--- config.mk ---
export PLATFORM = sky130hd
export DESIGN_NAME = hamming_encode
export DESIGN_NICKNAME = d
export VERILOG_FILES = /design/src/rtl/hamming_encode.sv
export SDC_FILE = /design/constraint.sdc
export NUM_CORES = 1
export LEC_CHECK = 0
export ABC_AREA = 1
export CAP_MARGIN = 20
export CORE_ASPECT_RATIO = 1.5
export CORE_UTILIZATION = 59
export CTS_CLUSTER_DIAMETER = 60
export DETAILED_ROUTE_END_ITERATION = 7
export PLACE_DENSITY = 0.85
export SLEW_MARGIN = 25
export SYNTH_ARGS = -nofsm -noshare
export SYNTH_HDL_FRONTEND = slang
export SYNTH_SLANG_ARGS = --single-unit
--- constraint.sdc ---
create_clock -name clk -period 4.6 [get_ports clk]
set_input_delay 0.46 -clock clk [delete_from_list [all_inputs] [get_ports clk]]
set_output_delay 0.46 -clock clk [all_outputs]
set_load 0.1 [all_outputs]
--- src/rtl/hamming_encode.sv ---
// Bit-serial extended-Hamming (32,26) SECDED encoder: walks codeword positions
// 1..31 one per clock, then inserts the five Hamming bits and overall parity.
module hamming_encode (
  input  logic        clk,
  input  logic        rst,
  input  logic        start,
  input  logic [25:0] data_in,
  output logic        busy,
  output logic        done,
  output logic [31:0] code_out
);

  typedef enum logic [1:0] {
    S_IDLE   = 2'd0,
    S_SCAN   = 2'd1,
    S_PARITY = 2'd2
  } state_t;

  state_t      state_q, state_d;
  logic [4:0]  pos_q, pos_d;
  logic [4:0]  idx_q, idx_d;
  logic [4:0]  syn_q, syn_d;
  logic        par_q, par_d;
  logic [25:0] data_q, data_d;
  logic [31:0] work_q, work_d;
  logic [31:0] code_q, code_d;
  logic        busy_q, busy_d;
  logic        done_q, done_d;

  // Positions 1,2,4,8,16 hold check bits; position 0 never reaches this test.
  function automatic logic is_pow2(input logic [4:0] p);
    return ((p & (p - 5'd1)) == 5'd0);
  endfunction

  function automatic logic xor_reduce5(input logic [4:0] v);
    return ^v;
  endfunction

  // Next-state logic: accept, scan one position per clock, insert parity.
  always_comb begin
    state_d = state_q;
    pos_d   = pos_q;
    idx_d   = idx_q;
    syn_d   = syn_q;
    par_d   = par_q;
    data_d  = data_q;
    work_d  = work_q;
    code_d  = code_q;
    busy_d  = busy_q;
    done_d  = 1'b0;
    case (state_q)
      S_IDLE: begin
        if (start) begin
          data_d  = data_in;
          syn_d   = 5'd0;
          par_d   = 1'b0;
          pos_d   = 5'd1;
          idx_d   = 5'd0;
          work_d  = 32'h0000_0000;
          busy_d  = 1'b1;
          state_d = S_SCAN;
        end else begin
          state_d = S_IDLE;
        end
      end
      S_SCAN: begin
        if (!is_pow2(pos_q)) begin
          work_d[pos_q] = data_q[idx_q];
          idx_d         = idx_q + 5'd1;
          if (data_q[idx_q]) begin
            syn_d = syn_q ^ pos_q;
            par_d = ~par_q;
          end else begin
            syn_d = syn_q;
          end
        end else begin
          idx_d = idx_q;
        end
        pos_d = pos_q + 5'd1;
        if (pos_q == 5'd31) begin
          state_d = S_PARITY;
        end else begin
          state_d = S_SCAN;
        end
      end
      S_PARITY: begin
        work_d[1]  = syn_q[0];
        work_d[2]  = syn_q[1];
        work_d[4]  = syn_q[2];
        work_d[8]  = syn_q[3];
        work_d[16] = syn_q[4];
        // Data parity plus check-bit parity gives even weight over all 32 bits.
        work_d[0]  = par_q ^ xor_reduce5(syn_q);
        code_d     = work_d;
        done_d     = 1'b1;
        busy_d     = 1'b0;
        state_d    = S_IDLE;
      end
      default: begin
        busy_d  = 1'b0;
        state_d = S_IDLE;
      end
    endcase
  end

  // State and datapath registers with synchronous active-low reset.
  always_ff @(posedge clk) begin
    if (!rst) begin
      state_q <= S_IDLE;
      pos_q   <= 5'd0;
      idx_q   <= 5'd0;
      syn_q   <= 5'd0;
      par_q   <= 1'b0;
      data_q  <= 26'h000_0000;
      work_q  <= 32'h0000_0000;
      code_q  <= 32'h0000_0000;
      busy_q  <= 1'b0;
      done_q  <= 1'b0;
    end else begin
      state_q <= state_d;
      pos_q   <= pos_d;
      idx_q   <= idx_d;
      syn_q   <= syn_d;
      par_q   <= par_d;
      data_q  <= data_d;
      work_q  <= work_d;
      code_q  <= code_d;
      busy_q  <= busy_d;
      done_q  <= done_d;
    end
  end

  assign busy     = busy_q;
  assign done     = done_q;
  assign code_out = code_q;

endmodule

==> out/results.ini <==
[grt]
antenna_found_initial=0
grt_pass1_vias=4349
grt_max_degree=71
grt_pass1_wl_mm=19.1
gr-total-overflow=0
grt_usage_pct=29.1

[sta]
fin_crit_ns=2.52
max_freq_mhz=397
period_share_pct=54.8
finClkSkew_ns=0.00626
slew_viol_final=0
rsz0062_at_grt=no
setup_slack_ns=2.08
setup_violations=0
tightest_slew_ns=0.986
tns_ns=0
timing.hold.ws_ns=0.459
slew_headroom_pct=34.1
hold_violations=0

[yosys]
ys.flop_type=dfxtp_1
synthCells=668
syn_avg_cell_area_um2=7.14
ys_async_sr_fraction_pct=0
synthTopCellsByCount=154 x nor2_1, 104 x dfxtp_1, 95 x o21ai_0
yosysWarnings=0
synth_edf_count=0
seq_area_frac_synth_pct=43.6
ys_ff_latch=104
yosys-top-cells-area=dfxtp_1 44%, nor2_1 12%, o21ai_0 10%
yosysTopAreaCellShare_pct=43.6
syn_nets=704
yosysMostFrequentCell=nor2_1
netlist_area_mm2=0.00477
yosysTopAreaCell=dfxtp_1
post_synth_num_cell_types=28

[floorplan]
die_x_um=75.4
die_area_mm2=0.00846
io_pins=63
die_y_um=112
row_count=39
coreArea_mm2=0.00771
start_util_pct=61.9

[min_path]
hp-start=data_q[18]$_SDFFE_PN0P_
hold_class=reg2reg

[clock_network]
cts_resized=0
cts.clk_slew.worst_paths_ns=0.07
clk_latency_ns=0.35
clkSinkCount=104
htree_levels=3
cts_setup_buffers=0
cts_tree=built
cts.path.max_buffers=2
holdBufCountCts=0
cts_buffers=9
root_buffer=clkbuf_16

[detailed_routing]
vias=4597
routed_wl_mm=11.7
wl_per_cell_um=14.5
drt_iter0_drc=376
via_per_inst=5.68
firstDrtPassIters=5
drc=0
ant_nets=0

[flow_run]
cap_violations=0

[layout]
num_antenna_cells=0
drive_gt1_share_pct=5.52
syn2layout_area_growth_pct=18.0
final_area_mm2=0.00563
nNetsFinal=738
post-route-util_pct=73.1

[placement]
port_buffers=62
gp_congestion=0.905
place_area_mm2=0.00528
dp_slack_ns=2.03
dp_hpwl_mm=7.62

[critical_path]
end_kind=flop
cp-start-kind=flop
reg2reg_from=idx_q[0]$_SDFFE_PN0P_
cp_max_fo=26
critPathRequiredTime_ns=4.85
crit_type=reg2reg
arrival_ns=2.77
cp-startpoint=idx_q[0]$_SDFFE_PN0P_

[run_status]
status=complete, no violations

[pwr]
p_leak_nw=2.27
peakVddDrop_uv=287
p_per_area_mw_per_mm2=368

==> worst max-delay path, cell delays in order (launching register included) <==
cell,delay [ns]
dfxtp_1,0.81
inv_4,0.19
nand2_1,0.15
nand2_1,0.06
nand2_1,0.06
nand2_1,0.06
nand2_1,0.05
nand2_1,0.06
nand2_1,0.07
nand3_2,0.41
nand3_1,0.32
nand2_1,0.07
nand2_1,0.06
nor2_1,0.05
==> logic make-up after synthesis <==
| logic type | after synthesis | share of synthesized area, % |
|---|---|---|
| buffers and inverters | 83 | 8.78 |
| adder cells (fa/ha/maj) | 7 | 1.84 |
| AO/OA/AOI/OAI | 161 | 17.1 |
| flip-flops | 104 | 43.6 |
| AND/OR/NAND/NOR | 308 | 27.7 |
| XOR/XNOR | 5 | 0.918 |
==> metal layers <==
| layer | global-route usage [%] | vias up | routed length, um | part of all wire (%) |
|---|---|---|---|---|
| met5 | 0 | - | 0 | 0 |
| met4 | 16.5 | 0 | 462 | 3.9 |
| met3 | 5.57 | 36 | 628 | 5.4 |
| met2 | 50.2 | 186 | 6050 | 52 |
| met1 | 32.1 | 2111 | 4600 | 39 |
| li1 | - | 2264 | - | - |
==> flip-flops by register name (all words and copies together), names as in the netlist <==
| name | flops |
|---|---|
| busy | 1 |
| idx_q | 5 |
| done | 1 |
| data_q | 26 |
| par_q | 1 |
| code_out | 32 |
| work_q | 26 |
| pos_q | 5 |
| syn_q | 5 |
| state_q | 2 |
==> worst paths after layout <==
check,endpoint,slack (ns),cells after the start
worst max-delay path,par_q$_SDFFE_PN0P_,2.08,13
worst min-delay path,data_q[18]$_SDFFE_PN0P_,0.46,2
worst max register to register,par_q$_SDFFE_PN0P_,2.08,13
worst min register to register,data_q[18]$_SDFFE_PN0P_,0.46,2
==> power breakdown <==
part           internal (W)  switching (W)
Clock              0.000549       0.000340
Combinational     0.0000807       0.000148
Sequential         0.000929      0.0000276
Total               0.00156       0.000515
==> metrics by stage <==
stage / power, W / instances
final: 0.00207 / 809
after floorplan: 0.00115 / 668
after CTS: 0.00208 / 809
after global placement: 0.00120 / 793
after detailed placement: 0.00120 / 793
after global routing: 0.00215 / 809
==> cell type report <==
type | count | area, um^2
Inverter | 40 | 153
Sequential cell | 104 | 2080
Timing Repair Buffer | 66 | 646
Clock buffer | 10 | 239
Clock inverter | 6 | 115
Tap cell | 102 | 128
Multi-Input combinational cell | 481 | 2270
Fill cell | 633 | 2080
==> cell usage in the layout, fill, tap and decap left out <==
master	Yosys	routed
nand4_1	27	27
dfxtp_1	104	104
nand3_2	8	8
clkdlybuf4s50_1	0	61
bufinv_16	0	3
clkinv_1	0	1
nand2_2	3	3
nor2_1	154	154
a31oi_1	1	1
o21ai_1	5	5
nand2_1	91	91
xnor2_1	3	3
clkbuf_8	0	1
nor3_1	1	1
nor2_4	1	1
and3_1	1	1
inv_4	1	1
o21ai_2	1	1
nor3b_1	1	1
a21oi_1	57	57
o21ai_0	95	95
clkinv_4	0	1
clkbuf_16	0	9
xor2_1	2	2
inv_6	0	1
inv_2	4	4
nand3_1	21	21
clkinvlp_4	0	1
buf_4	5	4
ha_1	7	7
a221oi_1	1	1
inv_1	35	34
buf_2	3	1
o211ai_1	1	1
No activity file was read; power rests on OpenSTA's default activity.
